===== config.mk =====
export PLATFORM = sky130hd
export DESIGN_NAME = rx_control_unit
export DESIGN_NICKNAME = d
export VERILOG_FILES = /design/src/rtl/usb_rx_pkg.sv /design/src/rtl/rx_bit_counter.sv /design/src/rtl/rx_control_unit.sv
export SDC_FILE = /design/constraint.sdc
export NUM_CORES = 1
export LEC_CHECK = 0
export CAP_MARGIN = 10
export CORE_ASPECT_RATIO = 1.4
export CORE_UTILIZATION = 52
export DETAILED_ROUTE_END_ITERATION = 8
export PLACE_DENSITY = 0.81
export RECOVER_POWER = 25
export SYNTH_ARGS = -nofsm -noshare
export SYNTH_HDL_FRONTEND = slang
export SYNTH_HIERARCHICAL = 1
export SYNTH_SLANG_ARGS = --single-unit

===== constraint.sdc =====
create_clock -name clk -period 4.3 [get_ports clk]
set_input_delay 0.645 -clock clk [delete_from_list [all_inputs] [get_ports clk]]
set_output_delay 0.645 -clock clk [all_outputs]
set_load 0.005 [all_outputs]

===== src/rtl/usb_rx_pkg.sv =====
// usb_rx_pkg: shared state encoding, sync byte and PID constants for the USB receive path
package usb_rx_pkg;
  typedef enum logic [2:0] {
    ST_IDLE, ST_SYNC, ST_PID, ST_DATA, ST_EOP_WAIT, ST_DONE, ST_ERR, ST_ERR_IDLE
  } state_t;
  localparam logic [7:0] SYNC_BYTE = 8'h80;
  localparam logic [3:0] PID_OUT   = 4'b0001;
  localparam logic [3:0] PID_ACK   = 4'b0010;
  localparam logic [3:0] PID_DATA0 = 4'b0011;
  localparam logic [3:0] PID_IN    = 4'b1001;
  localparam logic [3:0] PID_NAK   = 4'b1010;
  localparam logic [3:0] PID_DATA1 = 4'b1011;
  localparam logic [3:0] PID_SETUP = 4'b1101;
  localparam logic [3:0] PID_STALL = 4'b1110;
  function automatic logic pid_ok(input logic [7:0] b);
    return b[7:4] == ~b[3:0];
  endfunction
endpackage


===== src/rtl/rx_bit_counter.sv =====
// rx_bit_counter: 3-bit bit position counter, wrap flags the eighth bit of a byte
module rx_bit_counter (
  input  logic       clk,
  input  logic       n_rst,
  input  logic       clear,
  input  logic       enable,
  output logic [2:0] count,
  output logic       wrap
);
  assign wrap = enable && count == 3'd7;
  always_ff @(posedge clk or negedge n_rst)
    if (!n_rst) count <= '0;
    else if (clear) count <= '0;
    else if (enable) count <= count + 3'd1;
endmodule


===== src/rtl/rx_control_unit.sv =====
// rx_control_unit: USB packet receive FSM driving the RX FIFO write strobe and status flags
module rx_control_unit
  import usb_rx_pkg::*;
#(
  parameter int MAX_DATA_BYTES = 64
) (
  input  logic       clk,
  input  logic       n_rst,
  input  logic       d_edge,
  input  logic       shift_enable,
  input  logic       eop,
  input  logic [7:0] rx_packet_data,
  output logic       rcving,
  output logic       w_enable,
  output logic       r_error,
  output logic [3:0] rx_pid,
  output logic       rx_data_ready,
  output logic [6:0] byte_count
);
  state_t state, state_nx;
  logic [2:0] bit_cnt;
  logic wrap, byte_done, start, pid_valid, is_data, at_max;
  assign start = (state == ST_IDLE || state == ST_ERR_IDLE) && d_edge;
  rx_bit_counter u_bit_counter (
    .clk(clk), .n_rst(n_rst), .clear(start), .enable(shift_enable), .count(bit_cnt), .wrap(wrap)
  );
  assign pid_valid = pid_ok(rx_packet_data);
  assign is_data = rx_packet_data[3:0] == PID_DATA0 || rx_packet_data[3:0] == PID_DATA1;
  assign at_max = byte_count == 7'(MAX_DATA_BYTES);
  // eop is checked before byte_done everywhere so a coinciding byte is dropped
  always_comb begin
    state_nx = state;
    case (state)
      ST_IDLE:     state_nx = d_edge ? ST_SYNC : ST_IDLE;
      ST_SYNC:     state_nx = eop ? ST_ERR : !byte_done ? ST_SYNC :
                              rx_packet_data == SYNC_BYTE ? ST_PID : ST_ERR;
      ST_PID:      state_nx = eop ? ST_ERR : !byte_done ? ST_PID :
                              !pid_valid ? ST_ERR : is_data ? ST_DATA : ST_EOP_WAIT;
      ST_DATA:     state_nx = eop ? (bit_cnt == 3'd0 ? ST_DONE : ST_ERR) :
                              byte_done && at_max ? ST_ERR : ST_DATA;
      ST_EOP_WAIT: state_nx = eop ? (bit_cnt == 3'd0 ? ST_DONE : ST_ERR) :
                              byte_done ? ST_ERR : ST_EOP_WAIT;
      ST_DONE:     state_nx = ST_IDLE;
      ST_ERR:      state_nx = eop ? ST_ERR_IDLE : ST_ERR;
      ST_ERR_IDLE: state_nx = d_edge ? ST_SYNC : ST_ERR_IDLE;
      default:     state_nx = ST_IDLE;
    endcase
  end
  assign w_enable = state == ST_DATA && byte_done && !eop && !at_max;
  assign rcving = state inside {ST_SYNC, ST_PID, ST_DATA, ST_EOP_WAIT, ST_ERR};
  assign r_error = state inside {ST_ERR, ST_ERR_IDLE};
  assign rx_data_ready = state == ST_DONE;
  // byte_done trails the wrapping strobe so the shift register output is already settled
  always_ff @(posedge clk or negedge n_rst)
    if (!n_rst) begin
      state      <= ST_IDLE;
      byte_done  <= 1'b0;
      rx_pid     <= 4'h0;
      byte_count <= '0;
    end else begin
      state     <= state_nx;
      byte_done <= wrap && !start;
      if (start) byte_count <= '0;
      else if (w_enable) byte_count <= byte_count + 7'd1;
      if (state == ST_PID && byte_done && !eop && pid_valid) rx_pid <= rx_packet_data[3:0];
    end
endmodule


# ---- Yosys cells after proc, flatten, opt, wreduce, memory -nomap -nowiden
# Index checks and enable logic that the tools add are counted.
dict set report totals {
  ff_bits 18
  out_inout_bits 15
  elab_cells 62
  in_bits 13
}
dict set report op_classes {
  bitwise_logic 1
  n_reduce_logical 21
  add_sub_neg 2
  n_mux 20
  eq_ne 13
}
# operator count
set ops {}
lappend ops {{two-way mux 3 bit} 12}
lappend ops {{one-hot mux 3 bit (8 select lines)} 1}
lappend ops {{equality test 3 bit, second input constant} 5}
lappend ops {{two-way mux 7 bit} 2}
lappend ops {{logical AND 1 bit} 10}
lappend ops {{equality test 8 bit, second input constant} 1}
lappend ops {{adder 7 x 1 -> 7 bit, second input constant} 1}
lappend ops {{equality test 7 bit, second input constant} 1}
lappend ops {{equality test 3 x 2 -> 1 bit, second input constant} 2}
lappend ops {{zero test 3 bit} 2}
lappend ops {{two-way mux 2 bit} 3}
lappend ops {{nonzero test 2 bit} 3}
lappend ops {{nonzero test 5 bit} 1}
lappend ops {{equality test 4 x 2 -> 1 bit, second input constant} 1}
lappend ops {{equality test 4 bit} 1}
lappend ops {{equality test 4 bit, second input constant} 1}
lappend ops {{NOT 4 bit} 1}
lappend ops {{adder 3 x 1 -> 3 bit, second input constant} 1}
lappend ops {{equality test 3 x 1 -> 1 bit, second input constant} 1}
lappend ops {{zero test 1 bit} 3}
lappend ops {{logical OR 1 bit} 2}
lappend ops {{two-way mux 1 bit} 2}

# ---- Longest topological paths before layout
# Gate-level depths: netlist of the first run.
dict set report logic_depth {
  ltp_word 7
  depth_mapped 6
  mapped_depth_nobuf 6
}

# ---- By module
# Netlist of the first run, hierarchy kept.
# module seq_area_each_um2 cells_each instances area_each_um2
set modules_own_cells {}
lappend modules_own_cells {rx_control_unit 375.4 106 1 1056.0}
lappend modules_own_cells {rx_bit_counter 75.1 12 1 147.6}

# ---- Least setup slack after synthesis of the first run
# No wires, ideal clock.
dict set report synth_path {
  kind {flip-flop to output port}
  start {reg byte_count[0]}
  end {out w_enable}
  stages_incl_launch_ff 5
  arrival_ns 1.296
  n_path_buf 0
  path_slack_ns 2.359
  path_cell_list {dfrtp_1 inv_1 ha_1 nor2b_1 a2111oi_4}
}
dict set report synth_via {
  elab_chain_cells 3
}
# element line_no
set synth_rtl {}
lappend synth_rtl {{start, declared} rx_control_unit.sv:18} ;# output logic [6:0] byte_count
lappend synth_rtl {{start signal, assigned} rx_control_unit.sv:64} ;# else if (w_enable) byte_count <= byte_count + 7'd1;
lappend synth_rtl {{equality test 7 bit} rx_control_unit.sv:29} ;# assign at_max = byte_count == 7'(MAX_DATA_BYTES);
lappend synth_rtl {{zero test 1 bit} rx_control_unit.sv:49} ;# assign w_enable = state == ST_DATA && byte_done && !eop && !at_max;
lappend synth_rtl {{logical AND 1 bit} rx_control_unit.sv:49}
lappend synth_rtl {{end, declared} rx_control_unit.sv:14} ;# output logic w_enable,
# No other way between the ends.

# ---- Worst setup path in the final report of the first run
dict set report layout_path {
  start {in eop}
  end {out w_enable}
}
dict set report layout_via {
  elab_chain_cells 3
}
# element line_no
set layout_rtl {}
lappend layout_rtl {{start, declared} rx_control_unit.sv:11} ;# input logic eop,
lappend layout_rtl {{zero test 1 bit} rx_control_unit.sv:49}
lappend layout_rtl {{logical AND 1 bit (2 in series)} rx_control_unit.sv:49}
# No other way between the ends.

==> results of run 1 <==
==> layer usage <==
metal	GRT usage [%]	vias up	wire length, um
li1	-	481	-
met1	29.4	475	1100
met2	35.9	14	1280
met3	2.15	4	46
met4	6.70	0	31
met5	0	-	0
==> worst max-delay path: stages <==
cell and delay (ns):
clkdlybuf4s50_1 0.59, a2111oi_4 0.51, clkdlybuf4s50_1 0.60
==> area by class of cell <==
cell class / instances / area, um2
sequential: 18 / 450
tap: 22 / 27.5
fill: 173 / 676
clock buffer: 4 / 36.3
multi-input combinational: 91 / 702
timing repair buffer: 27 / 270
inverter: 4 / 15.0
==> worst max-delay path by stage <==
stage                                   start  slack, ns  cells past startpoint        to
floorplan           byte_count[0]$_DFFE_PN0P_       2.36                      4  w_enable
global placement                          eop       1.37                      3  w_enable
detailed placement                        eop       1.32                      3  w_enable
CTS                                       eop       1.32                      3  w_enable
global route                              eop       1.23                      3  w_enable
finish                                    eop       1.31                      3  w_enable
==> flip-flops by register name (all words and copies together), names as in the netlist <==
register             cells
byte_count               7
byte_done                1
rx_pid                   4
state                    3
u_bit_counter/count      3
==> logic make-up (layout without fill, tap and decap cells) <==
family,Yosys count,after routing
flip-flops,18,18
AND/OR/NAND/NOR,48,48
XOR/XNOR,8,8
buffers and inverters,9,35
multiplexers,8,8
adder cells (fa/ha/maj),4,4
AO/OA/AOI/OAI,23,23
==> power by group through the flow <==
stage               combinational [uW]  sequential, uW  clock (uW)
CTS                                247             271         106
global route                       274             282         111
finish                             246             272         106
floorplan                          210             234           0
global placement                   237             270           0
detailed placement                 246             275           0
==> stage by stage <==
step                cell area (um2)  util, %  hold WS, ns  worst slack [ns]
finish                         1500     69.0        0.519              1.31
global route                   1500     69.0        0.541              1.23
CTS                            1500     69.0        0.522              1.32
detailed placement             1470     67.3        0.501              1.32
global placement               1470     67.3        0.491              1.37
floorplan                      1200        -        0.349              2.36
==> layout by cell type (no fill, tap or decap), drive strengths merged, types with 4 or more instances in the layout <==
cell type       n
nand4           4
o21ai           5
clkbuf          4
nand2           7
clkdlybuf4s50  26
dfrtp          18
xor2            6
mux2            5
ha              4
nor2           10
inv             4
a21oi           7
==> results.md, run 1 <==
- Status: finished clean
- Final nets: 162
- Vias in the first global route: 897
- Clk buf depth: 2
- Final Max Tran Viols: 0
- Synthesized area: 1200 um2
- Routed Antenna Nets: 0
- Layout area overhead: 24.7%
- Simple-gate share of the synthesized area: 25.9%
- Mean Syn Cell Area: 10.2 um2
- IO Pins: 28
- Count leader, synth: dfrtp_1
- Synth top area cells: dfrtp_1 (37%), xor2_1 (4.4%), ha_1 (4.2%)
- Post-synth top area cell: dfrtp_1
- Int Pwr: 391 uW
- Critical Path AT: 2.34 ns
- Die Span Y: 58.9 um
- Max cap viols: 0
- DIE AREA: 2510 um2
- Post_cts resized: 0
- Async set-reset flop share out of synthesis: 100%
- Netlist cell types: 47
- Startpoint Class: input port
- Routed WL per cell: 14.8 um
- Synth warn: 6
- H-tree levels: 1
- Total gr overflow: 0
- Post-synth EDFFs: 0
- Leak: 0.000651 uW
- Net Sw Power: 232 uW
- Compound-gate portion of the synthesized area: 15.0%
- Worst-path maximum fanout: 10
- Post-Synth Adder-Cell Area: 4.16%
- Clk_skew: 0.00194 ns
- Clock Latency Late Sink: 0.29 ns
- Top_reg_cell synth: dfrtp_1
- Clock Sink Count: 18
- Largest net degree at the start of global routing: 19
- Worst EP required: 3.65 ns
- Power Density: 415 nW/um2
- Drt drc: 0
- Xor/xnor share of the synthesized area: 5.82%
- Worst VDD drop: 0.335 mV
- DRT iter0 DRCs: 18
- CTS tree: yes
- Routability cong.: 0.784
- First drt pass iteration count: 4
- Fin crit share: 69.5%
- Comb power frac: 39.4%
- Detail Placement HPWL: 1870 um
- Max Clk Rate: 335 MHz
- Mux share of post-synthesis cell area: 7.48%
- Sequential element share of the synthesized area: 37.4%
- CTS Buf Count: 3
- Antenna cells: 0
- Final hold viol count: 0
- Largest family of logic cells by synthesized area: simple AND/OR/NAND/NOR gates
- Core Area: 2180 um2
- Min cycle time layout: 2.99 ns
- Clock edge transition at the registers on the reported setup and hold paths: 0.11 ns
- Net Sw Frac: 37.3%
- Cts hold-fix bufs: 0
- Post-synthesis cell count: 118
- TNS Setup: 0 ns
- Core Rows: 20
- GRT Util Overall: 21.5%
- Die width: 42.7 um
- Post-CTS Repair Setup Buffers: 0
- RSZ-0062 raised after global routing: no
- Initial Utilization: 55.3%
- Initial antenna violation count: 0
- Flop-to-flop setup slack: 2.42 ns
- Slew at the pin closest to its max-slew limit: 0.819 ns
- Setup CP Type: in -> out
- Max-slew headroom: 45.2%
- First-pass GRT wire length: 4130 um
- PortBufs: 27
- Fin cells: 166
- Element type at the critical path end: output port
- Placed insts: 162
- Min-Delay Path Class: reg -> reg
- WL final: 2450 um
- Sequential Power Share: 43.6%
- Cell at the root of the clock tree: clkbuf_4
- Net count after synthesis: 135
- Via count: 974
- Vias/cell: 5.87
- Hold_sp: byte_count[6]$_DFFE_PN0P_
- Final setup vio count: 0
- Clk network pwr share: 17.0%
- WHS Path Cells: 1
- Layout cells sized above 1: 15.3%
- Top cells by count, synth: dfrtp_1 (18), nor2_1 (9), nand2_1 (7)
- Tot Pwr: 623 uW
- Worst Hold Path EP: byte_count[6]$_DFFE_PN0P_
- Yosys reg bits: 18
- Reg2reg start: state[1]$_DFF_PN0_
- FF-to-FF path depth: 4
- Synth top area share: 37.4%
- Reg2reg end: rx_pid[3]$_DFFE_PN0P_
Note: power is estimated with default switching activity, not from simulation.
==> run 2, diff against run 1 <==
--- a/config.mk
+++ b/config.mk
@@ -7,9 +7,9 @@
 export LEC_CHECK = 0
 export CAP_MARGIN = 10
 export CORE_ASPECT_RATIO = 1.4
-export CORE_UTILIZATION = 52
+export CORE_UTILIZATION = 44
 export DETAILED_ROUTE_END_ITERATION = 8
-export PLACE_DENSITY = 0.81
+export PLACE_DENSITY = 0.73
 export RECOVER_POWER = 25
 export SYNTH_ARGS = -nofsm -noshare
 export SYNTH_HDL_FRONTEND = slang
==> constraint.sdc (replaced) <==
create_clock -name clk -period 2.6 [get_ports clk]
set_input_delay 0.39 -clock clk [delete_from_list [all_inputs] [get_ports clk]]
set_output_delay 0.39 -clock clk [all_outputs]
set_load 0.005 [all_outputs]
==> run 2 against run 1 <==
Against the previous run: non-clock buffer count up 4; via count up 4.3%; sequential power increased by 49%; highest routed layer unchanged.
==> results.md, run 2 (synthesis results as in run 1) <==
- TNS Setup: 0 ns
- Max-slew headroom: 44.2%
- Net Sw Power: 382 uW
- Worst EP required: 2.21 ns
- Clk buf depth: 2
- Final hold viol count: 0
- Max cap viols: 0
- Largest register FFs: 7
- Layout Utilization: 59.3%
- Net Sw Frac: 36.4%
- Setup CP Type: reg -> out
- Clock Latency Late Sink: 0.29 ns
- Leak: 0.000668 uW
- Largest register by flop count: byte_count
- Via count: 1016
- Clk_skew: 0.000988 ns
- Vias in the first global route: 1004
- Layout cells sized above 1: 18.9%
- WL final: 2570 um
- DIE AREA: 2950 um2
- Largest net degree at the start of global routing: 19
- Routed WL per cell: 14.0 um
- Sequential Power Share: 38.6%
- Slew at the pin closest to its max-slew limit: 0.835 ns
- Int Pwr: 668 uW
- Total gr overflow: 0
- Power Density: 677 nW/um2
- Core Area: 2620 um2
- PortBufs: 27
- CTS tree: yes
- GRT Util Overall: 19.8%
- Most frequent cells in the layout: clkdlybuf4s50_1 (26), dfrtp_1 (16), nor2_1 (9), nand2_1 (7)
- Worst-path maximum fanout: 6
- IO Pins: 28
- Comb power frac: 45.0%
- Clk network pwr share: 16.5%
- Most common cell after layout, fill and taps aside: clkdlybuf4s50_1
- Routability cong.: 0.823
- Status: finished clean
- Startpoint Class: register
- Cell at the root of the clock tree: clkbuf_4
- Initial antenna violation count: 0
- First-pass GRT wire length: 4350 um
- Final nets: 166
- Antenna cells: 0
- CTS Buf Count: 3
- Min-Delay Path Class: reg -> reg
- Min cycle time layout: 2.52 ns
- Core Rows: 22
- Detail Placement HPWL: 1980 um
- Element type at the critical path end: output port
- DRT iter0 DRCs: 27
- Worst VDD drop: 0.455 mV
- Initial Utilization: 46.0%
- Drt drc: 0
- Layout area overhead: 28.9%
- Critical Path AT: 2.13 ns
- Clock edge transition at the registers on the reported setup and hold paths: 0.10 ns
- H-tree levels: 1
- Cts hold-fix bufs: 0
- Vias/cell: 5.52
- Fin crit share: 96.9%
- Area post-placement: 1510 um2
- Max Clk Rate: 397 MHz
- RSZ-0062 raised after global routing: no
- Final Max Tran Viols: 0
- Die width: 46.2 um
- Design area: 1550 um2
- Routed Antenna Nets: 0
- First drt pass iteration count: 4
- Biggest regs: byte_count x7, rx_pid x4
- Clock Sink Count: 18
- Final setup vio count: 0
- Die Span Y: 63.9 um
-- run 2: cell count changes in the layout (fill, tap and decap cells not counted) --
cell and change:
dfrtp_2 +2, dfrtp_1 -2, buf_4 +4
-- run 2: metal layers --
metal	global-route usage (%)	wire, um	vias up
met3	1.98	37	7
met2	33.1	1390	14
met5	0	0	-
met4	9.19	59	0
met1	24.3	1090	507
li1	-	-	488
-- run 2: through the flow --
stage | hold WS, ns | std cells | total power [uW] | setup slack, ns
after floorplan | 0.0944 | 118 | 735 | 0.907
after global placement | 0.494 | 180 | 865 | 0.433
after detailed placement | 0.503 | 180 | 883 | 0.412
after CTS | 0.527 | 184 | 1060 | 0.0254
after global routing | 0.553 | 184 | 1130 | 0.0161
final | 0.526 | 184 | 1050 | 0.0795
-- run 2: path summary, 6_finish.rpt --
kind	from	to	slack, ns	cells after the start
max reg2reg	state[1]$_DFF_PN0_	rx_pid[0]$_DFFE_PN0P_	0.73	4
max in group asynchronous	n_rst	byte_count[1]$_DFFE_PN0P_	1.40	1
min reg2reg	rx_pid[3]$_DFFE_PN0P_	rx_pid[3]$_DFFE_PN0P_	0.53	1
min	rx_pid[3]$_DFFE_PN0P_	rx_pid[3]$_DFFE_PN0P_	0.53	1
min in group asynchronous	n_rst	byte_count[6]$_DFFE_PN0P_	0.63	1
max	byte_count[0]$_DFFE_PN0P_	w_enable	0.08	5
-- run 2: final cells by class --
type / instances / area [um2]
timing repair buffer: 31 / 300
inverter: 4 / 15.0
fill: 231 / 1060
clock buffer: 4 / 36.3
tap: 36 / 45.0
multi-input combinational: 91 / 702
sequential: 18 / 453
-- run 2: critical path, stage by stage, from the launching register on --
cell and delay, ns:
dfrtp_2 0.43, inv_1 0.07, ha_1 0.20, nor2b_1 0.18, a2111oi_4 0.38, clkdlybuf4s50_1 0.58
-- run 2: power by group through the flow --
stage,sequential [uW],clock (uW),combinational (uW)
6_report,405,173,473
5_1_grt,414,189,528
4_1_cts,404,180,477
3_5_place_dp,410,0,473
3_3_place_gp,405,0,460
2_1_floorplan,387,0,348
-- run 2: timing repair --
item	CTS	global route
hold endpoints to repair	0	0
gates resized for setup	0	2
buffers inserted	0	0
setup endpoints to repair	0	1
